**src/rtl/pipeline_ctrl.sv**
```systemverilog
// pipeline_ctrl: hazard/stall controller driving the PC and pipeline-register enables and flushes.
// Optional performance counters (stall_cnt, flush_cnt) are built only when PIPE_CTRL_PERF_EN is defined.
module pipeline_ctrl #(
  parameter int REG_ADDR_W = 5,
  parameter int MDU_LAT    = 4,
  parameter int CNT_W      = 32
) (
  input  logic                  clk,
  input  logic                  rst,
  input  logic [REG_ADDR_W-1:0] id_rs,
  input  logic [REG_ADDR_W-1:0] id_rt,
  input  logic                  id_use_rs,
  input  logic                  id_use_rt,
  input  logic                  ex_mem_read,
  input  logic [REG_ADDR_W-1:0] ex_rd,
  input  logic                  ex_branch_taken,
  input  logic                  mdu_start,
  input  logic                  mem_stall,
  input  logic                  halt_req,
  input  logic                  resume,
  output logic                  pc_we,
  output logic                  ifid_we,
  output logic                  idex_we,
  output logic                  exmem_we,
  output logic                  memwb_we,
  output logic                  ifid_flush,
  output logic                  idex_flush,
  output logic                  exmem_flush,
  output logic                  memwb_flush,
  output logic                  halted,
  output logic [CNT_W-1:0]      stall_cnt,
  output logic [CNT_W-1:0]      flush_cnt
);

  // cnt only has to hold MDU_LAT-2, the stalls left after the mdu_start cycle.
  localparam int CW = (MDU_LAT > 2) ? $clog2(MDU_LAT - 1) : 1;
  localparam logic [CW-1:0] MDU_LOAD = CW'((MDU_LAT > 1) ? MDU_LAT - 2 : 0);

  typedef enum logic [1:0] {RUN, MDU_BUSY, HALT} state_t;

  state_t          state_q, state_d;
  logic [CW-1:0]   cnt_q, cnt_d;
  logic            load_use;
  logic            mdu_stall;

  always_ff @(posedge clk or negedge rst) begin
    if (!rst) begin
      state_q <= RUN;
      cnt_q   <= '0;
    end else begin
      state_q <= state_d;
      cnt_q   <= cnt_d;
    end
  end

  always_comb begin
    state_d     = state_q;
    cnt_d       = cnt_q;
    pc_we       = 1'b1;
    ifid_we     = 1'b1;
    idex_we     = 1'b1;
    exmem_we    = 1'b1;
    memwb_we    = 1'b1;
    ifid_flush  = 1'b0;
    idex_flush  = 1'b0;
    exmem_flush = 1'b0;
    memwb_flush = 1'b0;
    load_use    = ex_mem_read && (ex_rd != '0) &&
                  ((id_use_rs && (id_rs == ex_rd)) || (id_use_rt && (id_rt == ex_rd)));
    mdu_stall   = ((state_q == RUN) && mdu_start && (MDU_LAT > 1)) ||
                  ((state_q == MDU_BUSY) && (cnt_q != '0));

    if (!rst) begin
      pc_we       = 1'b0;
      ifid_we     = 1'b0;
      idex_we     = 1'b0;
      exmem_we    = 1'b0;
      memwb_we    = 1'b0;
      ifid_flush  = 1'b1;
      idex_flush  = 1'b1;
      exmem_flush = 1'b1;
      memwb_flush = 1'b1;
    end else if (mem_stall || (state_q == HALT) || ((state_q == RUN) && halt_req)) begin
      pc_we    = 1'b0;
      ifid_we  = 1'b0;
      idex_we  = 1'b0;
      exmem_we = 1'b0;
      memwb_we = 1'b0;
      if (!mem_stall) begin
        if (state_q == HALT) begin
          if (resume) state_d = RUN;
        end else begin
          state_d = HALT;
        end
      end
    end else if (mdu_stall) begin
      // Hold the front end and drain a bubble into EX/MEM while the MDU works.
      pc_we       = 1'b0;
      ifid_we     = 1'b0;
      idex_we     = 1'b0;
      exmem_flush = 1'b1;
      if (state_q == RUN) begin
        cnt_d   = MDU_LOAD;
        state_d = MDU_BUSY;
      end else begin
        cnt_d = cnt_q - CW'(1);
      end
    end else if (state_q == MDU_BUSY) begin
      state_d = RUN;
    end else if (ex_branch_taken) begin
      ifid_flush = 1'b1;
      idex_flush = 1'b1;
    end else if (load_use) begin
      pc_we      = 1'b0;
      ifid_we    = 1'b0;
      idex_flush = 1'b1;
    end
  end

  assign halted = (state_q == HALT);

`ifdef PIPE_CTRL_PERF_EN
  logic [CNT_W-1:0] stall_q, flush_q;

  always_ff @(posedge clk or negedge rst) begin
    if (!rst) begin
      stall_q <= '0;
      flush_q <= '0;
    end else begin
      if (!pc_we && (state_q != HALT)) stall_q <= stall_q + CNT_W'(1);
      if (ifid_flush || idex_flush || exmem_flush || memwb_flush) flush_q <= flush_q + CNT_W'(1);
    end
  end

  assign stall_cnt = stall_q;
  assign flush_cnt = flush_q;
`else
  assign stall_cnt = '0;
  assign flush_cnt = '0;
`endif

endmodule
```
**config.mk**
```make
export PLATFORM = sky130hd
export DESIGN_NAME = pipeline_ctrl
export DESIGN_NICKNAME = d
export VERILOG_FILES = /design/src/rtl/pipeline_ctrl.sv
export SDC_FILE = /design/constraint.sdc
export NUM_CORES = 1
export LEC_CHECK = 0
export CAP_MARGIN = 20
export CORE_ASPECT_RATIO = 0.75
export CORE_MARGIN = 4
export CORE_UTILIZATION = 31
export DETAILED_ROUTE_END_ITERATION = 8
export PLACE_DENSITY = 0.86
export SLEW_MARGIN = 10
export SYNTH_ARGS = -nofsm -noshare
export SYNTH_HDL_FRONTEND = slang
export SYNTH_SLANG_ARGS = --single-unit
```
**constraint.sdc**
```tcl
create_clock -name clk -period 2.64 [get_ports clk]
set_input_delay 0.396 -clock clk [delete_from_list [all_inputs] [get_ports clk]]
set_output_delay 0.396 -clock clk [all_outputs]
set_load 0.005 [all_outputs]
```
Word-level counts from Yosys, hierarchy flattened
Cells that the tools add are included.
{"block": "totals", "reg_bits": 4, "inputBits": 25, "word_cells": 62}
{"block": "op_classes", "n_addsub": 1, "eq_ne": 7, "n_mux": 34, "n_bitwise": 1, "n_reduce_logical": 17}
{"op": "2-to-1 mux 1 bit", "count": 26}
{"op": "2-to-1 mux 2 bit", "count": 8}
{"op": "== test 5 bit", "count": 2}
{"op": "logical AND 1 bit", "count": 7}
{"op": "AND reduction 5 bit", "count": 1}
{"op": "nonzero test 5 bit", "count": 1}
{"op": "logical OR 1 bit", "count": 4}
{"op": "!= test 3 x 1 -> 1 bit (second input constant)", "count": 1}
{"op": "!= test 3 bit (second input constant)", "count": 1}
{"op": "AND reduction 3 bit", "count": 1}
{"op": "nonzero test 3 bit", "count": 1}
{"op": "== test 2 x 1 -> 1 bit (second input constant)", "count": 1}
{"op": "== test 2 bit (second input constant)", "count": 1}
{"op": "zero test 2 bit", "count": 1}
{"op": "!= test 2 bit (second input constant)", "count": 1}
{"op": "nonzero test 2 bit", "count": 1}
{"op": "subtractor 2 x 1 -> 2 bit (second input constant)", "count": 1}
{"op": "NOT 1 bit", "count": 1}

Depth between registers and ports, before layout
Gate-level depths: netlist of run 1.
{"block": "depth", "word_depth": 10, "ltp_mapped": 6}

Worst setup path after synthesis of run 1
No wires, ideal clock.
{"block": "synth_path", "path_kind": "input to output", "start": "input port ex_rd[3]", "end": "output port pc_we", "arrival_time_ps": 1510, "required_ps": 2244, "setup_slack_ps": 734, "path_stages": 5, "n_path_buf": 1, "path_cell_list": "xor2_1 nor4_2 a32oi_1 o41a_1 buf_4"}
{"block": "synth_between", "elab_chain_cells": 10, "elab_cells_between_ends": 14, "cone_classes": "eq/ne: 2; mux: 6; reduce/logical: 6"}
{"item": "start, declared", "line": "15", "text": "input logic [REG_ADDR_W-1:0] ex_rd,"}
{"item": "== test 5 bit", "line": "69", "text": "((id_use_rs && (id_rs == ex_rd)) || (id_use_rt && (id_rt == ex_rd)));"}
{"item": "logical AND 1 bit", "line": "69"}
{"item": "logical OR 1 bit", "line": "69"}
{"item": "logical AND 1 bit (*)", "line": "68", "text": "load_use = ex_mem_read && (ex_rd != '0) &&"}
{"item": "2-to-1 mux 1 bit (*) (6 in a row)"}
{"item": "end, declared", "line": "21", "text": "output logic pc_we,"}
Every way passes the cells marked *; elsewhere a longest branch is shown, timed or not.

Final worst setup path of run 1
{"block": "layout_path", "start": "input port ex_rd[4]", "end": "output port pc_we"}
{"block": "layout_between", "elab_chain_cells": 10, "elab_cells_between_ends": 14, "cone_classes": "eq/ne: 2; mux: 6; reduce/logical: 6"}
{"item": "== test 5 bit", "line": "69"}
{"item": "logical AND 1 bit", "line": "69"}
{"item": "logical OR 1 bit", "line": "69"}
{"item": "logical AND 1 bit (*)", "line": "68"}
{"item": "2-to-1 mux 1 bit (*)", "line": "113", "text": "end else if (load_use) begin"}
{"item": "2-to-1 mux 1 bit (*)", "line": "110", "text": "end else if (ex_branch_taken) begin"}
{"item": "2-to-1 mux 1 bit (*)", "line": "108", "text": "end else if (state_q == MDU_BUSY) begin"}
{"item": "2-to-1 mux 1 bit (*)", "line": "96", "text": "end else if (mdu_stall) begin"}
{"item": "2-to-1 mux 1 bit (*)", "line": "83", "text": "end else if (mem_stall || (state_q == HALT) || ((state_q == RUN) && halt_req)) begin"}
{"item": "2-to-1 mux 1 bit (*)", "line": "73", "text": "if (!rst) begin"}
Marked as above.

==> impl_metrics.toml, run 1 <==
[worst_setup_path]
crit_type = "in -> out"
crit_required_ps = 2240
worstReg2RegStart = "state_q[0]$_DFFE_PN0P_"
crit_path_max_fanout = 3
critPathLaunch = "ex_rd[4]"
crit_arrival_ps = 2170
rrSetupSlack_ps = 930
rr_endpoint = "cnt_q[1]$_DFFE_PN0P_"
r2r_cells = 5
critical_path.startpoint_type = "input pin"
cp-end-kind = "output port"

[drt]
drc = 0
dr.first_iter.drc_count = 9
dr_total_vias = 739
drt_pass1_iterations = 6
ant_nets = 0
vias_per_cell = 3.62
wl_per_cell_um = 10.2
wl_um = 2080

[grt]
grt_pass1_vias = 641
grt_overflow = 0
antenna_found_initial = 0
track_usage_pct = 8.83
grt_max_degree = 13
grt_pass1_wl_um = 2840

[power]
leakage_nw = 0.598
powerDensity_nw_per_um2 = 443
ir_drop_mv = 0.197

[finish]
drive_gt1_share_pct = 10.2
layout_commonest_cell = "conb_1"
fin_area_um2 = 1190
fill_cells = 309
final_cell_mix = "conb_1, clkdlybuf4s50_1, buf_4, xor2_1, nor2_1"
nets = 194
syn_to_final_growth_pct = 24.1
insertedDiodeCount = 0

[timing]
period_needed_ps = 2570
slew_viol_final = 0
rsz0062_at_grt = "no"
hold_viol_final = 0
setup_viol = 0
fin_crit_sh_pct = 97.3
whs_ps = 500
clock.fmax_ghz = 0.389
fin_skew_ps = 0.471

[synthesis]
ys_types = 29
synth_top_cell_area_share_pct = 51.6
netlist_top_cells_area = "buf_4, dfrtp_1, xor2_1"
synth_seq_cells = 4
synth_area_leader_cell = "buf_4"
avgSynthCellArea_um2 = 7.69
synth-seq-area-share_pct = 10.4
netlist_area_um2 = 961
syn_inst = 125
yosysWarningCount = 0

[hold_path]
worst_hold_path.endpoint = "cnt_q[1]$_DFFE_PN0P_"
hold_depth = 1
hold_class = "reg -> reg"
min-delay-start = "cnt_q[1]$_DFFE_PN0P_"

[cts]
cts_tree = "yes"
cts_htree_levels = 1
clk_latency_ps = 210
postCtsHoldBufs = 0
cts_root_buffer = "clkbuf_8"
cts_made_buffers = 3
cts_buffer_depth = 2
path_clk_slew_ps = 30
clkSinkCount = 4

[placement]
dp.final_hpwl_um = 1860
portBuffers = 34
gp_congestion = 0.848
place_area_um2 = 1140

[floorplanning]
core_um2 = 2960
start_util_pct = 32.5
rows = 17
die_h_um = 56.2
io_pins = 99
die-area_um2 = 4060
die_w_um = 72.3

[outcome]
status = "finished, final reports clean"

[run]
max_cap_viol_count = 0
metal layers:
layer | vias to the layer above | share of wire [%] | global-route usage (%)
met4 | 0 | 2.0 | 4.02
met3 | 4 | 9.2 | 2.17
li1 | 359 | - | -
met1 | 338 | 35 | 9.71
met2 | 38 | 54 | 15.7
met5 | - | 0 | 0
flip-flops by register name, summed over array words and instances (netlist names):
signal and count:
cnt_q 2, state_q 2
kinds of logic (layout without fill, tap and decap cells):
family	Yosys count	in the layout	share of synthesized area [%]
compound gates	15	15	10.8
xor+xnor	10	10	9.12
fa+ha+maj	1	1	1.30
buf+inv	72	50	53.9
flops	4	4	10.4
mux	2	2	2.21
other cells	1	64	0.390
simple gates	20	20	11.9
area by class of cell:
cell class / count / area [um^2] / share of cell area, %
clock buffers: 3 / 41.3 / 3.46
inverters: 4 / 15.0 / 1.26
multi-input cells: 112 / 583 / 48.9
flip-flops and latches: 4 / 100 / 8.39
well taps: 38 / 47.5 / 3.99
repair buffers: 43 / 405 / 34.0
how the worst max path moves through the flow:
stage                         end  slack, ps
after floorplan             pc_we        730
after global placement    ifid_we       -120
after detailed placement  ifid_we       -140
after CTS                 idex_we         50
after global routing        pc_we          3
final                       pc_we         70
Yosys cell counts:
| library cell | n |
|---|---|
| o211ai_1 | 2 |
| a21oi_2 | 1 |
| xor2_1 | 8 |
| ha_1 | 1 |
| a31oi_1 | 1 |
| nor4_2 | 1 |
| dfrtp_1 | 4 |
| or4_4 | 1 |
| mux2i_1 | 1 |
| o21ai_0 | 5 |
| o32a_1 | 1 |
| or4_1 | 1 |
| nand2_1 | 4 |
| mux2_2 | 1 |
| nor3b_1 | 1 |
| nor2b_1 | 3 |
| o22a_1 | 1 |
| o41a_1 | 1 |
| xnor2_1 | 2 |
| a32oi_1 | 1 |
| buf_4 | 66 |
| and2_0 | 1 |
| nor2_1 | 6 |
| a21oi_1 | 2 |
| conb_1 | 1 |
| clkbuf_1 | 2 |
| nand2b_1 | 1 |
| nor4_1 | 1 |
| inv_1 | 4 |
per-stage QoR:
stage	setup TNS [ps]	utilization, %	std cells	setup WS, ps	power [mW]
floorplan	0	-	188	734	0.334
global placement	-272	38.6	200	-115	0.392
detailed placement	-373	38.6	200	-143	0.403
CTS	0	39.9	203	49.0	0.529
global route	0	40.3	204	3.38	0.577
finish	0	40.3	204	70.5	0.528
power breakdown:
part           internal [mW]  switching, mW  total (mW)
Sequential            0.0884         0.0128       0.101
Clock                 0.0969         0.0286       0.126
Combinational          0.155          0.146       0.301
Total                  0.340          0.188       0.528
worst max-delay path, cell delays in order:
cell and delay, ps:
clkdlybuf4s50_1 480, xor2_1 210, nor4_2 230, a32oi_1 150
o41a_1 430, dlygate4sd2_1 280
repair_timing:
action | in CTS | in global routing
pin swaps | 1 | 1
endpoints found under the setup margin | 3 | 3
resized for setup | 4 | 2
setup buffers | 0 | 1
gates cloned | 0 | 0
Power figures use the tool's default switching activity.
==> inputs of run 2 (changes only) <==
--- a/config.mk
+++ b/config.mk
@@ -9,6 +9,7 @@
 export CORE_ASPECT_RATIO = 0.75
 export CORE_MARGIN = 4
 export CORE_UTILIZATION = 31
+export CTS_CLUSTER_SIZE = 12
 export DETAILED_ROUTE_END_ITERATION = 8
 export PLACE_DENSITY = 0.86
 export SLEW_MARGIN = 10
==> results of run 2 <==
Final layout, timing and power as in run 1 (identical DEF).
